$ cat config.mk
export PLATFORM = sky130hd
export DESIGN_NAME = alu_sequencer_flat
export DESIGN_NICKNAME = d
export VERILOG_FILES = /design/src/rtl/alu_pkg.sv /design/src/rtl/alu_sequencer_if.sv /design/src/rtl/alu.sv /design/src/rtl/alu_sequencer.sv /design/src/flat_wrapper.sv
export SDC_FILE = /design/constraint.sdc
export NUM_CORES = 1
export LEC_CHECK = 0
export CAP_MARGIN = 20
export CORE_MARGIN = 2
export CORE_UTILIZATION = 27
export CTS_CLUSTER_DIAMETER = 200
export CTS_CLUSTER_SIZE = 25
export DETAILED_ROUTE_END_ITERATION = 16
export GPL_TIMING_DRIVEN = 0
export PLACE_DENSITY = 0.44
export SKIP_CTS_REPAIR_TIMING = 1
export SYNTH_ARGS = -nofsm -noshare
export SYNTH_HDL_FRONTEND = slang
export SYNTH_SLANG_ARGS = --single-unit
$ cat constraint.sdc
create_clock -name clk -period 38.5 [get_ports clk]
set_input_delay 5.775 -clock clk [delete_from_list [all_inputs] [get_ports clk]]
set_output_delay 5.775 -clock clk [all_outputs]
set_load 0.02 [all_outputs]
$ cat src/rtl/alu_pkg.sv
// Shared opcode, instruction-field and FSM-state definitions for the ALU sequencer.
// Opcode numbering is owned by the alu; the sequencer-only ops sit above it.
package alu_pkg;

   localparam int NREGS = 4;

   localparam logic [3:0] ALU_OP_ADDU = 4'd0;
   localparam logic [3:0] ALU_OP_SUBU = 4'd1;
   localparam logic [3:0] ALU_OP_MULU = 4'd2;
   localparam logic [3:0] ALU_OP_DIVU = 4'd3;
   localparam logic [3:0] ALU_OP_MOD  = 4'd4;
   localparam logic [3:0] ALU_OP_NOT  = 4'd5;
   localparam logic [3:0] ALU_OP_AND  = 4'd6;
   localparam logic [3:0] ALU_OP_OR   = 4'd7;
   localparam logic [3:0] ALU_OP_XOR  = 4'd8;
   localparam logic [3:0] ALU_OP_ADD  = 4'd9;
   localparam logic [3:0] ALU_OP_SUB  = 4'd10;
   localparam logic [3:0] ALU_OP_MUL  = 4'd11;
   localparam logic [3:0] ALU_OP_DIV  = 4'd12;

   localparam logic [3:0] OP_LDI = 4'd13;
   localparam logic [3:0] OP_RDR = 4'd14;
   localparam logic [3:0] OP_ILL = 4'd15;

   localparam int OP_MSB  = 15;
   localparam int OP_LSB  = 12;
   localparam int RD_MSB  = 11;
   localparam int RD_LSB  = 10;
   localparam int RS_MSB  = 9;
   localparam int RS_LSB  = 8;
   localparam int IMM_MSB = 7;
   localparam int IMM_LSB = 0;
   localparam int RT_MSB  = 1;
   localparam int RT_LSB  = 0;

   typedef enum logic [1:0] {
      S_IDLE = 2'd0,
      S_READ = 2'd1,
      S_EXEC = 2'd2,
      S_RESP = 2'd3
   } seq_state_t;

   function automatic logic is_div_op(input logic [3:0] op);
      return (op == ALU_OP_DIVU) || (op == ALU_OP_MOD) || (op == ALU_OP_DIV);
   endfunction

endpackage

$ cat src/rtl/alu_sequencer_if.sv
// Command/response bundle between the CPU front end and the ALU sequencer.
// ALU_SEQ_FLAGS_EN adds the rsp_zero/rsp_neg status flags.
interface alu_sequencer_if;
   logic        cmd_valid;
   logic        cmd_ready;
   logic [15:0] cmd_instr;
   logic        rsp_valid;
   logic        rsp_ready;
   logic [7:0]  rsp_data;
   logic        rsp_err;
   logic        busy;
`ifdef ALU_SEQ_FLAGS_EN
   logic        rsp_zero;
   logic        rsp_neg;
`endif

   modport slave (
      input  cmd_valid, cmd_instr, rsp_ready,
      output cmd_ready, rsp_valid, rsp_data, rsp_err, busy
`ifdef ALU_SEQ_FLAGS_EN
      , output rsp_zero, rsp_neg
`endif
   );

   modport master (
      output cmd_valid, cmd_instr, rsp_ready,
      input  cmd_ready, rsp_valid, rsp_data, rsp_err, busy
`ifdef ALU_SEQ_FLAGS_EN
      , input rsp_zero, rsp_neg
`endif
   );
endinterface

$ cat src/rtl/alu.sv
// Combinational 8-bit ALU; every result is truncated to 8 bits.
// A zero divisor yields 0 here; the sequencer flags it as an error.
module alu
   import alu_pkg::*;
(
   input  logic [3:0] alu_op,
   input  logic [7:0] alu_operand1,
   input  logic [7:0] alu_operand2,
   output logic [7:0] alu_out
);

   logic [7:0] w_mag_a;
   logic [7:0] w_mag_b;
   logic [7:0] w_mag_q;
   logic       w_b_zero;

   // Signed divide on magnitudes: |0x80| is 0x80 unsigned, so 0x80 / 0xFF wraps to 0x80.
   assign w_mag_a  = alu_operand1[7] ? (8'd0 - alu_operand1) : alu_operand1;
   assign w_mag_b  = alu_operand2[7] ? (8'd0 - alu_operand2) : alu_operand2;
   assign w_b_zero = (alu_operand2 == 8'd0);
   assign w_mag_q  = w_b_zero ? 8'd0 : (w_mag_a / w_mag_b);

   always_comb begin
      alu_out = 8'd0;
      case (alu_op)
         ALU_OP_ADDU, ALU_OP_ADD: alu_out = alu_operand1 + alu_operand2;
         ALU_OP_SUBU, ALU_OP_SUB: alu_out = alu_operand1 - alu_operand2;
         ALU_OP_MULU, ALU_OP_MUL: alu_out = alu_operand1 * alu_operand2;
         ALU_OP_DIVU: alu_out = w_b_zero ? 8'd0 : (alu_operand1 / alu_operand2);
         ALU_OP_MOD:  alu_out = w_b_zero ? 8'd0 : (alu_operand1 % alu_operand2);
         ALU_OP_NOT:  alu_out = ~alu_operand1;
         ALU_OP_AND:  alu_out = alu_operand1 & alu_operand2;
         ALU_OP_OR:   alu_out = alu_operand1 | alu_operand2;
         ALU_OP_XOR:  alu_out = alu_operand1 ^ alu_operand2;
         ALU_OP_DIV:  alu_out = (alu_operand1[7] ^ alu_operand2[7]) ? (8'd0 - w_mag_q) : w_mag_q;
         default:     alu_out = 8'd0;
      endcase
   end

endmodule

$ cat src/rtl/alu_sequencer.sv
// Issue/writeback controller around the alu with a private 4x8 register file.
// ALU_SEQ_FLAGS_EN adds registered rsp_zero/rsp_neg outputs.
//
//   state  | meaning
//   IDLE   | cmd_ready high, waiting for an instruction
//   READ   | latched instruction; load operand/op registers from the reg file
//   EXEC   | capture result/error, write back to R[rd]
//   RESP   | response presented until rsp_ready
module alu_sequencer
   import alu_pkg::*;
(
   input  logic           clk,
   input  logic           rst,
   alu_sequencer_if.slave bus
);

   seq_state_t r_state;
   seq_state_t w_state_nxt;

   logic [15:0] r_instr;
   logic [7:0]  r_regs [NREGS];
   logic [3:0]  r_alu_op;
   logic [7:0]  r_op1;
   logic [7:0]  r_op2;
   logic [7:0]  r_rsp_data;
   logic        r_rsp_err;
`ifdef ALU_SEQ_FLAGS_EN
   logic        r_rsp_zero;
   logic        r_rsp_neg;
`endif

   logic        w_accept;
   logic [7:0]  w_alu_out;
   logic [7:0]  w_res_data;
   logic        w_res_err;
   logic        w_res_wr;

   assign w_accept = (r_state == S_IDLE) && bus.cmd_valid;

   alu u_alu (
      .alu_op       (r_alu_op),
      .alu_operand1 (r_op1),
      .alu_operand2 (r_op2),
      .alu_out      (w_alu_out)
   );

   always_ff @(posedge clk) begin
      if (rst) r_state <= S_IDLE;
      else     r_state <= w_state_nxt;
   end

   always_comb begin
      w_state_nxt = r_state;
      case (r_state)
         S_IDLE:  if (bus.cmd_valid) w_state_nxt = S_READ;
         S_READ:  w_state_nxt = S_EXEC;
         S_EXEC:  w_state_nxt = S_RESP;
         S_RESP:  if (bus.rsp_ready) w_state_nxt = S_IDLE;
         default: w_state_nxt = S_IDLE;
      endcase
   end

   always_comb begin
      w_res_data = w_alu_out;
      w_res_err  = 1'b0;
      w_res_wr   = 1'b1;
      if (r_alu_op == OP_ILL) begin
         w_res_data = 8'd0;
         w_res_err  = 1'b1;
         w_res_wr   = 1'b0;
      end else if (r_alu_op == OP_LDI) begin
         w_res_data = r_instr[IMM_MSB:IMM_LSB];
      end else if (r_alu_op == OP_RDR) begin
         w_res_data = r_op1;
         w_res_wr   = 1'b0;
      end else if (is_div_op(r_alu_op) && (r_op2 == 8'd0)) begin
         w_res_data = 8'd0;
         w_res_err  = 1'b1;
         w_res_wr   = 1'b0;
      end
   end

   always_ff @(posedge clk) begin
      if (rst) begin
         r_instr    <= '0;
         r_alu_op   <= '0;
         r_op1      <= '0;
         r_op2      <= '0;
         r_rsp_data <= '0;
         r_rsp_err  <= 1'b0;
`ifdef ALU_SEQ_FLAGS_EN
         r_rsp_zero <= 1'b0;
         r_rsp_neg  <= 1'b0;
`endif
         for (int i = 0; i < NREGS; i++) r_regs[i] <= '0;
      end else begin
         if (w_accept) r_instr <= bus.cmd_instr;
         if (r_state == S_READ) begin
            r_alu_op <= r_instr[OP_MSB:OP_LSB];
            r_op1    <= r_regs[r_instr[RS_MSB:RS_LSB]];
            r_op2    <= r_regs[r_instr[RT_MSB:RT_LSB]];
         end
         // The only register-file write point; reset above takes priority over it.
         if (r_state == S_EXEC) begin
            r_rsp_data <= w_res_data;
            r_rsp_err  <= w_res_err;
`ifdef ALU_SEQ_FLAGS_EN
            r_rsp_zero <= !w_res_err && (w_res_data == 8'd0);
            r_rsp_neg  <= !w_res_err && w_res_data[7];
`endif
            if (w_res_wr) r_regs[r_instr[RD_MSB:RD_LSB]] <= w_res_data;
         end
      end
   end

   assign bus.cmd_ready = (r_state == S_IDLE);
   assign bus.busy      = (r_state != S_IDLE);
   assign bus.rsp_valid = (r_state == S_RESP);
   assign bus.rsp_data  = r_rsp_data;
   assign bus.rsp_err   = r_rsp_err;
`ifdef ALU_SEQ_FLAGS_EN
   assign bus.rsp_zero  = r_rsp_zero;
   assign bus.rsp_neg   = r_rsp_neg;
`endif

endmodule

$ cat src/flat_wrapper.sv
// flat-port wrapper written by rule: the top's interface ports become plain ports
module alu_sequencer_flat import alu_pkg::*;
  (clk, rst, bus_cmd_valid, bus_cmd_instr, bus_rsp_ready, bus_cmd_ready, bus_rsp_valid, bus_rsp_data, bus_rsp_err, bus_busy);
  alu_sequencer_if bus_i ();
  input  logic clk;
  input  logic rst;
  input wire logic [$bits(bus_i.cmd_valid)-1:0] bus_cmd_valid;
  input wire logic [$bits(bus_i.cmd_instr)-1:0] bus_cmd_instr;
  input wire logic [$bits(bus_i.rsp_ready)-1:0] bus_rsp_ready;
  output wire logic [$bits(bus_i.cmd_ready)-1:0] bus_cmd_ready;
  output wire logic [$bits(bus_i.rsp_valid)-1:0] bus_rsp_valid;
  output wire logic [$bits(bus_i.rsp_data)-1:0] bus_rsp_data;
  output wire logic [$bits(bus_i.rsp_err)-1:0] bus_rsp_err;
  output wire logic [$bits(bus_i.busy)-1:0] bus_busy;
  assign bus_i.cmd_valid = bus_cmd_valid;
  assign bus_i.cmd_instr = bus_cmd_instr;
  assign bus_i.rsp_ready = bus_rsp_ready;
  assign bus_cmd_ready = bus_i.cmd_ready;
  assign bus_rsp_valid = bus_i.rsp_valid;
  assign bus_rsp_data = bus_i.rsp_data;
  assign bus_rsp_err = bus_i.rsp_err;
  assign bus_busy = bus_i.busy;
  alu_sequencer u_core (.clk(clk), .rst(rst), .bus(bus_i));
endmodule
==> results.toml, run 1 <==
[worst_setup_path]
reg2reg_from = "u_core.r_op2[0]"
r2r_slack_ps = 21300
cpMostUsedCell = "ha_1"
cp.arrival_ps = 17250
reg2reg_to = "u_core.r_regs[1][2]"
required_ps = 38550
crit_slowest_cell = "a221oi_1"
path_max_fanout = 18
ff2ff_path_depth = 60
worstSetupPathType = "reg2reg"
setup.worst_path.end_class = "flip-flop"
slowest_delay_ps = 1010
startpoint_type = "flip-flop"

[floorplanning]
core_area_mm2 = 0.0366
num_rows = 70
die-area_mm2 = 0.0387
die_x_um = 197
die_y_um = 197
start_util_pct = 27.4
io_pins = 32

[finish]
antennaDiodeCount = 0
drive_above_1_share_pct = 8.74
stdcell_count = 1727
layout_commonest_cell = "ha_1"
final_cell_mix = "ha_1 (123), nor2_1 (121), nand2_1 (108), a21oi_1 (80), inv_1 (69)"
area_delta_synth_final_pct = 12.0
final_nets = 1411

[timing]
setup_viol = 0
period_share_pct = 44.7
rsz0062_at_grt = "false"
tightest_slew_ps = 1300
slew_viol_final = 0
fin_tns_setup_ps = 0
fin_worst_skew_ps = 8.16
finalHoldViolations = 0
relSlewSlack_pct = 13.3
min_period_ps = 17200
max_freq_mhz = 58.1

[cts]
cts_tree = "done"
clockRootBuffer = "clkbuf_16"
htreeDepth = 3
cts.sinks = 79
cts_buffer_depth = 2
clk_pin_slew_ps = 70
numCtsBuffers = 9
clk_latency_ps = 330

[job]
drv_cap = 0

[synthesis]
synth_top_area_share_pct = 15.4
async_flop_share_pct = 0
ys_seq_elements = 79
synth_cell_types = 90
synth_area_leader_cell = "ha_1"
synth_edf_count = 32
netlist_area_mm2 = 0.0100
syn_nets = 1368
syn_avg_cell_area_um2 = 8.27
synth_ff_type = "dfxtp_1"
synthTopCellsByArea = "ha_1 (15%), edfxtp_1 (9.6%), dfxtp_1 (9.4%), nor2_1 (4.5%), xnor2_1 (4.3%)"
yosys_warnings = 0
synthCells = 1211
yosysSeqAreaShare_pct = 19.0

[routing]
drcViolationCount = 0
detail_route.wl_per_cell_um = 21.4
antenna_left = 0
vias = 9426
drt_iter0_markers = 764
wl_um = 37000
firstDrtPassIters = 6
vias_per_cell = 5.46

[min_path]
min_path_type = "reg2reg"
hold_end = "u_core.r_instr[15]"
holdPathStages = 2
hp-start = "u_core.r_instr[15]"

[outcome]
status = "completed"

[place]
dp.cells = 1710
place_hpwl_um = 29000
gp_congestion = 0.962
portBuffers = 30

[grt]
grt_pass1_vias = 9347
overflow = 0
grt_max_degree = 19
antenna_found_initial = 0
grt_pass1_wl_um = 56600
grt_use_total_pct = 19.2
[critical path: cells and delay by family, from the launching register on]
| kind | cells | cell delay [ps] |
|---|---|---|
| AOI/OAI and AO/OA | 24 | 6750 |
| xor gates and xnor gates | 1 | 280 |
| adders and majority gates | 9 | 2640 |
| buffers and inverters | 6 | 2140 |
| DFF | 1 | 480 |
| muxes | 2 | 740 |
| and+or+nand+nor | 18 | 3850 |
[routing by layer]
| layer | GRT usage, % | share of wire (%) | up-vias |
|---|---|---|---|
| li1 | - | - | 4558 |
| met1 | 26.1 | 46 | 4509 |
| met2 | 31.7 | 45 | 302 |
| met3 | 2.52 | 5.6 | 57 |
| met4 | 6.04 | 2.8 | 0 |
| met5 | 0 | 0 | - |
[worst max-delay path by stage]
stage | start | end | slack, ps
2_1_floorplan | u_core.r_op2[0] | u_core.r_regs[0][2] | 25860
3_3_place_gp | u_core.r_op2[0] | u_core.r_regs[2][2] | 21380
3_5_place_dp | u_core.r_op2[0] | u_core.r_regs[1][2] | 21590
5_1_grt | u_core.r_op2[0] | u_core.r_regs[2][2] | 19960
4_1_cts | u_core.r_op2[0] | u_core.r_regs[1][2] | 21520
6_report | u_core.r_op2[0] | u_core.r_regs[1][2] | 21300
[kinds of logic (layout without fill, tap and decap cells)]
logic type	after synthesis	after routing	synth area share [%]
buffers and inverters	137	185	5.46
adder cells (fa/ha/maj)	137	137	18.2
AND/OR/NAND/NOR	414	414	20.2
multiplexers	66	66	8.77
flip-flops	79	79	19.0
XOR/XNOR	65	65	5.68
AO/OA/AOI/OAI	313	313	22.7
[registers in the layout, indices dropped and copies added (netlist names)]
| register | flops |
|---|---|
| u_core.r_regs | 32 |
| u_core.r_instr | 16 |
| u_core.bus.rsp_data | 8 |
| u_core.r_op1 | 8 |
| u_core.r_op2 | 8 |
| u_core.r_alu_op | 4 |
| u_core.r_state | 2 |
| u_core.bus.rsp_err | 1 |
[cell type report]
type | count | area, um2
fillers | 3972 | 25400
multi-input cells | 995 | 7570
flip-flops and latches | 79 | 1900
well taps | 468 | 586
repair buffers | 32 | 315
plain buffers | 65 | 277
inverters | 72 | 270
clock buffers | 9 | 225
clock inverters | 7 | 71.3
[synth_stat cells (17+ instances only)]
cell	count
a31oi_1	17
ha_1	123
o21a_1	21
dfxtp_1	47
mux2i_1	36
nand2b_1	17
o21ai_0	33
nor2_1	121
a21oi_1	80
inv_1	69
clkbuf_1	46
xnor2_1	49
nor3_1	44
edfxtp_1	32
nor2b_1	17
nand2_1	108
[per-stage QoR]
stage | hold slack, ps | setup slack (ps) | util, % | cell area, um2
4_1_cts | 463 | 21520 | 30.6 | 11200
3_3_place_gp | 446 | 21380 | 29.8 | 10900
2_1_floorplan | 436 | 25860 | - | 10000
3_5_place_dp | 454 | 21590 | 29.8 | 10900
5_1_grt | 484 | 19960 | 30.6 | 11200
6_report | 457 | 21300 | 30.6 | 11200
Power of run 1 is not shown: default switching activity piles up to over one toggle a cycle in this logic, so the estimate is an artifact.
==> run 2, diff against run 1 <==
PLACE_DENSITY = 0.46   (was 0.44)
clock period = 14 ns   (was 38.5 ns; I/O delays follow)
==> run 2 against run 1 <==
Effect of this change:
- register-to-register slack lost 21000 ps
- die area is the same
- clock skew grew 3.6 ps
- global-route usage shrank 0.26 points
- cell count grew 1.9%
- design area grew 5.8%
- hold slack is essentially flat
- via count grew 1.8%
- setup slack lost 21000 ps
- critical path depth is the same
- core utilization grew 1.8 points
- sequential share of layout area shrank 0.84 points
- highest routed layer unchanged
==> results.toml, run 2 (synthesis results as in run 1) <==
[outcome]
status = "completed"

[place]
dpl_worst_slack_ps = -2930
place_hpwl_um = 28700
portBuffers = 30
gp_congestion = 0.987

[floorplanning]
num_rows = 70
die-area_mm2 = 0.0387
die_x_um = 197
core_area_mm2 = 0.0366
io_pins = 32
die_y_um = 197
start_util_pct = 27.4

[timing]
relSlewSlack_pct = 28.5
slew_viol_final = 0
fin_tns_setup_ps = 0
period_share_pct = 96.2
fin_worst_skew_ps = 11.7
tightest_slew_ps = 1060
layout_setup_ws_ps = 528
max_freq_mhz = 74.2
finalHoldViolations = 0
whs_ps = 457
min_period_ps = 13470
setup_viol = 0

[worst_setup_path]
cp_num_buf_inv = 8
ff2ff_path_depth = 60
setup.worst_path.end_class = "flip-flop"
slowest_delay_ps = 500
cpMostUsedCell = "ha_1"
crit_slowest_cell = "o41a_1"
path_max_fanout = 10
cp.arrival_ps = 13530
reg2reg_from = "u_core.r_op2[1]"
startpoint_type = "flip-flop"
worstSetupPathType = "reg2reg"
r2r_slack_ps = 530
reg2reg_to = "u_core.r_regs[1][6]"
critPathTopFamily = "compound AO/OA/AOI/OAI gates"
required_ps = 14050

[finish]
nFillCells = 3921
final_nets = 1443
largest-register = "u_core.r_regs"
antennaDiodeCount = 0
largest_register_ffs = 32
layout_commonest_cell = "ha_1"
final_cell_mix = "ha_1 (121), nor2_1 (117), nand2_1 (106), a21oi_1 (79), inv_1 (67)"
utilization_pct = 32.4
drive_above_1_share_pct = 14.6
reg_top3 = "u_core.r_regs (32), u_core.r_instr (16)"
area_delta_synth_final_pct = 18.5

[min_path]
min_path_type = "reg2reg"
holdPathStages = 2
hold_end = "u_core.r_instr[13]"
hp-start = "u_core.r_instr[13]"

[grt]
gr-max-usage-layer = "met2"
met1_usage_pct = 24.6
grt_use_total_pct = 19.0
gr-usage-met2_pct = 31.3
grt_pass1_vias = 9252
grt_max_degree = 19
overflow = 0
grt_pass1_wl_um = 56100
use_met3_pct = 4.48
antenna_found_initial = 0

[cts]
cts_buffer_depth = 2
clockRootBuffer = "clkbuf_16"
clk_latency_ps = 340
cts_tree = "done"
cts.sinks = 79
htreeDepth = 3
numCtsBuffers = 9
clk_pin_slew_ps = 70

[routing]
vias = 9595
drt_iter0_markers = 670
detail_route.wl_per_cell_um = 21.1
drcViolationCount = 0
antenna_left = 0
vias_per_cell = 5.45
wl_um = 37100
firstDrtPassIters = 8

[job]
drv_cap = 0
## run 2: changes by cell type in the layout (fill, tap and decap cells not counted), sizes merged
| cell | delta |
|---|---|
| clkinv | -2 |
| inv | -2 |
| clkdlybuf4s18 | -1 |
| clkinvlp | +2 |
| buf | +34 |
| clkbuf | +1 |
## run 2: how the worst max path moves through the flow
stage	slack (ps)	end	start	cells past startpoint
floorplan	1360	u_core.r_regs[0][2]	u_core.r_op2[0]	60
global placement	-2940	u_core.r_regs[2][2]	u_core.r_op2[0]	58
detailed placement	-2930	u_core.r_regs[2][2]	u_core.r_op2[0]	58
CTS	-3030	u_core.r_regs[2][2]	u_core.r_op2[0]	58
global route	-120	u_core.r_regs[3][6]	u_core.r_op2[0]	60
finish	530	u_core.r_regs[1][6]	u_core.r_op2[1]	60
## run 2: final cells by class
class / count / area, um2 / area share [%]
Timing Repair Buffer: 65 / 581 / 4.89
Sequential cell: 79 / 1910 / 16.1
Clock inverter: 5 / 57.6 / 0.485
Tap cell: 468 / 586 / 4.94
Inverter: 72 / 285 / 2.40
Buffer: 64 / 314 / 2.65
Multi-Input combinational cell: 995 / 7900 / 66.6
Clock buffer: 11 / 233 / 1.96
## run 2: per-stage QoR
stage	cells	cell area, um2
finish	1759	11900
global route	1759	11900
CTS	1728	11200
detailed placement	1712	10900
global placement	1709	10900
floorplan	1211	10000
## run 2: per-layer routing
metal,share of wire (%),up-vias
met4,2.9,0
met1,45,4612
li1,-,4635
met3,6.8,64
met2,45,284
met5,0,-
## run 2: worst reg2reg max path, delay by kind of cell (launching register included)
family	cells	cell delay, ps
and+or+nand+nor	18	3020
adders and majority gates	9	2620
muxes	2	620
buffers and inverters	8	1140
AOI/OAI and AO/OA	23	5400
DFF	1	400
Power of run 2 is left out for the same reason.
==> run 3, diff against run 2 <==
CORE_UTILIZATION = 55   (was 27)
PLACE_DENSITY = 0.78   (was 0.46)
==> run 3 against run 2 <==
Effect of this change:
- setup slack got worse by 130 ps
- cell count fell by 14%
- via count rose by 3.9%
- die area fell by 50%
- core utilization rose by 31 points
- global-route usage rose by 15 points
- largest cell class unchanged
- highest routed layer unchanged
==> results.toml, run 3 (synthesis results as in run 1) <==
[outcome]
status = "completed"

[floorplanning]
die_x_um = 139
num_rows = 49
core_area_mm2 = 0.0179
start_util_pct = 55.9
die_y_um = 139
die-area_mm2 = 0.0193
io_pins = 32

[cts]
cts_buffer_depth = 2
cts_tree = "done"
htreeDepth = 3
clockRootBuffer = "clkbuf_16"
numCtsBuffers = 9
cts.sinks = 79
clk_pin_slew_ps = 60
clk_latency_ps = 340

[job]
drv_cap = 0

[routing]
vias = 9971
detail_route.wl_per_cell_um = 22.3
antenna_left = 0
firstDrtPassIters = 6
drt_iter0_markers = 960
vias_per_cell = 6.62
drcViolationCount = 0
wl_um = 33600

[finish]
layout_commonest_cell = "ha_1"
nFillCells = 1554
final_cell_mix = "ha_1 (122), nor2_1 (119), nand2_1 (107), a21oi_1 (79), inv_1 (67)"
area_delta_synth_final_pct = 14.1
largest-register = "u_core.r_regs"
final_nets = 1429
reg_top3 = "u_core.r_regs (32), u_core.r_instr (16)"
antennaDiodeCount = 0
largest_register_ffs = 32
drive_above_1_share_pct = 12.8
stdcell_count = 1506

[worst_setup_path]
startpoint_type = "flip-flop"
cp_num_buf_inv = 8
reg2reg_from = "u_core.r_op2[1]"
required_ps = 14050
worstSetupPathType = "reg2reg"
ff2ff_path_depth = 58
critPathLaunch = "u_core.r_op2[1]"
reg2reg_to = "u_core.r_regs[0][6]"
cpMostUsedCell = "ha_1"
r2r_slack_ps = 400
setup.worst_path.end_class = "flip-flop"
slowest_delay_ps = 440
cp.arrival_ps = 13650
critPathTopFamily = "compound AO/OA/AOI/OAI gates"
path_max_fanout = 10
crit_slowest_cell = "dfxtp_2"

[place]
dpl_worst_slack_ps = -2220
portBuffers = 30
dp.cells = 1471
gp_congestion = 1.06
place_hpwl_um = 25900

[timing]
finalHoldViolations = 0
relSlewSlack_pct = 23.0
slew_viol_final = 0
min_period_ps = 13600
layout_setup_ws_ps = 399
period_share_pct = 97.1
tightest_slew_ps = 1140
setup_viol = 0
max_freq_mhz = 73.5
fin_tns_setup_ps = 0
fin_worst_skew_ps = 6.37

[grt]
grt_max_degree = 19
grt_pass1_vias = 9675
grt_pass1_wl_um = 51800
grt_use_total_pct = 33.6
overflow = 0
antenna_found_initial = 0

[min_path]
holdPathStages = 2
hp-start = "u_core.r_instr[14]"
min_path_type = "reg2reg"
hold_end = "u_core.r_instr[14]"
==> run 3: cell count changes in the layout (fill, tap and decap cells not counted), moves of 2 or more <==
| cell | before | now |
|---|---|---|
| buf_4 | 32 | 25 |
| nor2_2 | 3 | 1 |
| buf_2 | 12 | 10 |
| clkinv_1 | 1 | 3 |
| nor2_1 | 117 | 119 |
| buf_6 | 6 | 2 |
| clkbuf_2 | 5 | 3 |
| inv_8 | 0 | 2 |
| bufinv_16 | 1 | 3 |
| dfxtp_1 | 43 | 45 |
| clkinv_2 | 2 | 0 |
==> run 3: worst max-delay path by stage <==
stage                           to  depth (start not counted)
3_3_place_gp   u_core.r_regs[0][2]                         60
2_1_floorplan  u_core.r_regs[0][2]                         60
3_5_place_dp   u_core.r_regs[1][2]                         60
6_report       u_core.r_regs[0][6]                         58
4_1_cts        u_core.r_regs[1][2]                         60
5_1_grt        u_core.r_regs[0][6]                         60
==> run 3: layout make-up <==
| class | count | area, um2 | share of cell area, % |
|---|---|---|---|
| well taps | 229 | 287 | 2.51 |
| plain buffers | 64 | 297 | 2.59 |
| repair buffers | 51 | 468 | 4.09 |
| multi-input cells | 995 | 7840 | 68.6 |
| clock buffers | 9 | 225 | 1.97 |
| clock inverters | 7 | 129 | 1.13 |
| flip-flops and latches | 79 | 1910 | 16.7 |
| inverters | 72 | 278 | 2.43 |
==> run 3: metal layers <==
| layer | vias to the layer above | share of wire [%] | global-route usage [%] |
|---|---|---|---|
| li1 | 4618 | - | - |
| met1 | 4698 | 40 | 42.3 |
| met2 | 528 | 47 | 56.5 |
| met3 | 127 | 8.8 | 5.11 |
| met4 | 0 | 5.1 | 16.4 |
| met5 | - | 0 | 0 |
==> run 3: per-stage QoR <==
stage          cell area [um2]  utilization [%]  hold WS, ps
6_report                 11400             63.8          456
5_1_grt                  11400             63.8          474
4_1_cts                  11000             61.2          457
3_5_place_dp             10600             59.3          448
3_3_place_gp             10600             59.2          443
2_1_floorplan            10000                -          436
==> run 3: tightest hold or removal path: stages, from the launching register on <==
cell,delay [ps]
dfxtp_1,310
nand2_1,50
a21oi_1,50
Power of run 3 is left out for the same reason.
==> RTL edit 1 (settings of run 3) <==
Set the package constant `RS_MSB` to 8 (it was 9).
--- a/src/rtl/alu_pkg.sv
+++ b/src/rtl/alu_pkg.sv
@@ -26,7 +26,7 @@
    localparam int OP_LSB  = 12;
    localparam int RD_MSB  = 11;
    localparam int RD_LSB  = 10;
-   localparam int RS_MSB  = 9;
+   localparam int RS_MSB  = 8;
    localparam int RS_LSB  = 8;
    localparam int IMM_MSB = 7;
    localparam int IMM_LSB = 0;
Formal check against the unedited RTL: not equivalent (a bounded check fails within 10 cycles, from zero or initial values and one cycle with rst high).
==> RTL edit 1 against run 3 <==
- sequential cell count down 1
- wire length down 5.4%
- critical path depth up 7
- non-clock buffer count up 36
- the run now ends with setup timing left
- setup slack worse by 550 ps
- area after synthesis down 6.7%
- design area down 1.1%
Power is not shown: default switching activity piles up to over one toggle a cycle in this logic, so the estimate is an artifact.
==> RTL edit 1: results (changes against run 3) <==
| Metric | Value |
|---|---|
| Post-synthesis mux area share | `7.65% (-1.1 points)` |
| Layout clock area frac | `2.68% (-0.42 points)` |
| Worst-path fanout max | `8 (-2)` |
| #FFs+latches synth | `78 (-1.3%)` |
| Cell Area, Placed | `9930 um2 (-6.4%)` |
| Vias post-DR | `9558 (-4.1%)` |
| Final worst slack | `-149 ps (-548 ps)` |
| Outcome | `complete, but fails checks` |
| GRT Util Overall | `32.4% (-1.2 points)` |
| Post-synthesis compound-gate area fraction | `21.9% (-0.80 points)` |
| Top-area cell type share of the netlist area | `16.5% (+1.1 points)` |
| Top cells by count, synth | `131 x nor2_1, 123 x ha_1, 91 x nand2_1, 72 x a21oi_1, 66 x inv_1` |
| Multi-Input Combinational | `940 (-5.5%)` |
| Leading registers by flop count | `u_core.r_regs x32, u_core.r_instr x15` |
| Worst hold endpoint | `u_core.r_instr[15]` |
| Synth area leaders | `ha_1 16%, edfxtp_1 10%, dfxtp_1 9.9%, nor2_1 5.3%, xnor2_1 4.8%` |
| Vias/cell | `6.49 (-1.9%)` |
| Pre-CTS setup slack | `-3590 ps (-1370 ps)` |
| WP data arrival | `14240 ps (+590 ps)` |
| Post-Place Cells | `1388 (-5.6%)` |
| Largest net degree at the start of global routing | `20 (+1)` |
| Syn Area/Cell | `8.21 um2 (-0.75%)` |
| Internal reg-to-reg setup slack | `-150 ps (-550 ps)` |
| First-pass GRT wire length | `45700 um (-12%)` |
| Initial DRC Count | `1100 (+15%)` |
| Worst slew margin | `16.9% (-6.0 points)` |
| Hold Startpoint | `u_core.r_instr[15]` |
| Vias in the first global route | `8522 (-12%)` |
| Die X | `134 um (-3.3%)` |
| Failing checks | `setup timing` |
| Layout Skew | `10.5 ps (+4.12 ps)` |
| Seq/Total Area, Yosys | `20.1% (+1.2 points)` |
| Setup violators final | `5 (+5)` |
| Sequential cell area share | `16.7% (+0.024 points)` |
| I/O Buffers | `29 (-3.3%)` |
| Final setup TNS | `-663 ps (-663 ps)` |
| R2R Path End | `u_core.r_regs[0][1]` |
| Fraction of layout cells with a size suffix above 1 | `16.5% (+3.7 points)` |
| Critical-path top delay cell | `or4b_2` |
| Reg area | `1890 um2 (-0.92%)` |
| Worst R2R Path Depth | `65 (+12%)` |
| Net Count, Synth | `1295 (-5.3%)` |
| Area occupied by multi-input gates | `7520 um2 (-4.0%)` |
| Synth Area in XOR/XNOR | `6.47% (+0.79 points)` |
| Final WL | `31700 um (-5.4%)` |
| Non-clk invs | `67 (-6.9%)` |
==> RTL edit 1: cell count changes in the layout (fill, tap and decap cells not counted), moves of 9 or more <==
cell     change
a21oi_1     -11
buf_2        -9
buf_4       +42
ha_1        -11
ha_4        +11
nand2_1     -19
nor3_1      -12
==> RTL edit 1: per-layer routing <==
layer / track usage (%) / wire (um) / share of wire [%] / up-vias
met5: 0 / 0 / 0 / -
met4: 15.6 / 1880 / 5.9 / 0
met3: 4.38 / 2560 / 8.1 / 151
met2: 54.1 / 14500 / 46 / 557
met1: 41.5 / 12800 / 40 / 4476
li1: - / - / - / 4374
==> RTL edit 1: worst max-delay path by stage <==
stage / slack (ps) / to / cells past startpoint
5_1_grt: -600 / u_core.r_regs[1][1] / 69
4_1_cts: -3670 / u_core.r_regs[1][1] / 59
3_3_place_gp: -3520 / u_core.r_regs[2][1] / 59
6_report: -150 / u_core.r_regs[0][1] / 65
2_1_floorplan: 20 / u_core.r_regs[0][1] / 61
3_5_place_dp: -3590 / u_core.r_regs[1][1] / 59
==> RTL edit 2 (flow settings as in run 3) <==
Made on the original files. Reset style: asynchronous (`rst`), changed in 2 clocked blocks.
--- a/src/rtl/alu_sequencer.sv
+++ b/src/rtl/alu_sequencer.sv
@@ -44,7 +44,7 @@
       .alu_out      (w_alu_out)
    );
 
-   always_ff @(posedge clk) begin
+   always_ff @(posedge clk or posedge rst) begin
       if (rst) r_state <= S_IDLE;
       else     r_state <= w_state_nxt;
    end
@@ -80,7 +80,7 @@
       end
    end
 
-   always_ff @(posedge clk) begin
+   always_ff @(posedge clk or posedge rst) begin
       if (rst) begin
          r_instr    <= '0;
          r_alu_op   <= '0;
Function: differs if rst is asserted again (counterexample within 4 cycles, from zero or initial values and one cycle with rst high); with rst held inactive, the same outputs for 4 cycles.
==> RTL edit 2 against run 3 <==
- non-clock buffer count rose by 12
- area after synthesis rose by 1.9%
- setup slack got worse by 7.6 ps
- worst hold slack improved by 57 ps
- sequential cell count did not move
- cell count fell by 0.40%
- highest routed layer unchanged
- design area rose by 3.1%
- first-iteration DRC count rose by 16%
- wire length rose by 0.26%
- largest cell class unchanged
Power is not shown: default switching activity piles up to over one toggle a cycle in this logic, so the estimate is an artifact.
==> RTL edit 2: results (changes against run 3) <==
| Metric | Value |
|---|---|
| Outcome | `complete, no violations` |
| Clk slew on worst S/H paths | `60 ps (about the same)` |
| Total grt overflow | `0 (unchanged)` |
| Unique masters post-synth | `98 (+8.9%)` |
| Worst Tran Pin Value | `1280 ps (+139 ps)` |
| Largest net degree at the start of global routing | `67 (+48)` |
| Synth Area in XOR/XNOR | `5.85% (+0.16 points)` |
| Post-synthesis mux area share | `11.5% (+2.8 points)` |
| # H-tree levels | `3 (unchanged)` |
| Skew-Pair Late Insertion Delay | `340 ps (about the same)` |
| I/O Buffers | `31 (+3.3%)` |
| Filler instances | `1471 (-5.3%)` |
| Worst hold path class | `register to register` |
| WL/cell | `22.4 um (+0.66%)` |
| Vias in the first global route | `9647 (-0.29%)` |
| Layout Nets | `1424 (-0.35%)` |
| DRT Pass-1 Iters | `7 (+1)` |
| Seq/Total Area, Yosys | `19.4% (+0.38 points)` |
| Leading registers by flop count | `u_core.r_regs x32, u_core.r_instr x16` |
| Initial DRC Count | `1109 (+16%)` |
| # diodes | `0 (unchanged)` |
| Top cells by count, synth | `124 x ha_1, 109 x nand2_1, 84 x nor2_1, 79 x dfrtp_1, 66 x a21oi_1` |
| WP data arrival | `13820 ps (+170 ps)` |
| Worst-path fanout max | `10 (unchanged)` |
| Post-synthesis compound-gate area fraction | `22.3% (-0.40 points)` |
| Final HPWL DP | `24800 um (-4.3%)` |
| Fraction of layout cells with a size suffix above 1 | `17.9% (+5.0 points)` |
| Vias/cell | `6.76 (+2.2%)` |
| Cell Area, Placed | `10800 um2 (+2.1%)` |
| Ys flop type | `dfrtp_1` |
| CTS buffer count | `9 (unchanged)` |
| Adder-cell area share of the yosys netlist | `17.9% (-0.21 points)` |
| Critical-path top delay cell | `dfrtp_1` |
| GRT Util Overall | `33.5% (-0.12 points)` |
| First-pass GRT wire length | `52200 um (+0.63%)` |
| Root buffer cell | `clkbuf_16` |
| Initial antenna violation count | `0 (unchanged)` |
| Routability cong. | `1.02 (-4.4%)` |
| Clock Tree Buf Depth | `2 (unchanged)` |
| Critical Path Max Stage Delay | `490 ps (+50 ps)` |
| Net Count, Synth | `1340 (-2.0%)` |
| Layout Skew | `8.89 ps (+2.52 ps)` |
| Synth area leaders | `dfrtp_1 19%, ha_1 15%, mux2_2 5.7%, xnor2_1 4.4%, nand2_1 4.0%` |
| Post-synth ARST share | `100% (+100 points)` |
| Ys Warns | `0 (unchanged)` |
RTL edit 2: cell types whose count changed in the layout (fill, tap and decap cells not counted), moves of 16 or more:
cell and change:
dfrtp_1 +74, o21ai_0 +24, nor3_1 -16, a21oi_1 -17, mux2_2 +35, nor2_1 -35, buf_4 +19, dfxtp_1 -45
edfxtp_1 -32
RTL edit 2: final timing paths:
path	start	end	slack (ps)	cells past startpoint
max	u_core.r_op2[6]	u_core.r_regs[10]	390	66
min	u_core.bus.rsp_err	u_core.bus.rsp_err	510	1
max reg2reg	u_core.r_op2[6]	u_core.r_regs[10]	390	66
min reg2reg	u_core.bus.rsp_err	u_core.bus.rsp_err	510	1
max in group asynchronous	rst	u_core.r_op2[1]	11370	3
min in group asynchronous	rst	u_core.r_regs[3]	2040	2
RTL edit 2: layout make-up:
cell class	instances	area (um2)	area share, %
timing repair inverter	1	5.00	0.0425
timing repair buffer	75	664	5.64
sequential	79	1990	16.8
tap	229	287	2.43
multi-input combinational	978	8000	67.9
clock buffer	10	239	2.03
buffer	52	231	1.96
clock inverter	6	83.8	0.711
inverter	70	288	2.44
RTL edit 2: logic make-up (layout without fill, tap and decap cells):
logic type / after synthesis / after routing
compound gates: 320 / 320
xor+xnor: 65 / 65
fa+ha+maj: 138 / 138
buf+inv: 125 / 214
flops: 79 / 79
mux: 91 / 91
simple gates: 364 / 364
RTL edit 2: worst max-delay path: cells and delay by family, from the launching register on:
family	cells	cell delay, ps
compound gates	28	4960
flops	1	490
simple gates	21	3700
fa+ha+maj	9	2580
mux	2	650
buf+inv	6	1030
RTL edit 2: per-stage QoR:
step / setup slack, ps / hold slack, ps / std cells / TNS (ps)
after CTS: -2350 / 516 / 1460 / -77550
final: 391 / 514 / 1500 / 0
after floorplan: 983 / 448 / 1182 / 0
after global placement: -2340 / 492 / 1442 / -79950
after global routing: -178 / 526 / 1500 / -1130
after detailed placement: -2240 / 496 / 1444 / -73710
RTL edit 2: routing by layer:
metal	wire (um)	track usage [%]	vias up
met4	1560	15.6	0
met5	0	0	-
li1	-	-	4553
met2	15600	54.1	597
met3	3030	5.68	127
met1	13400	44.0	4868
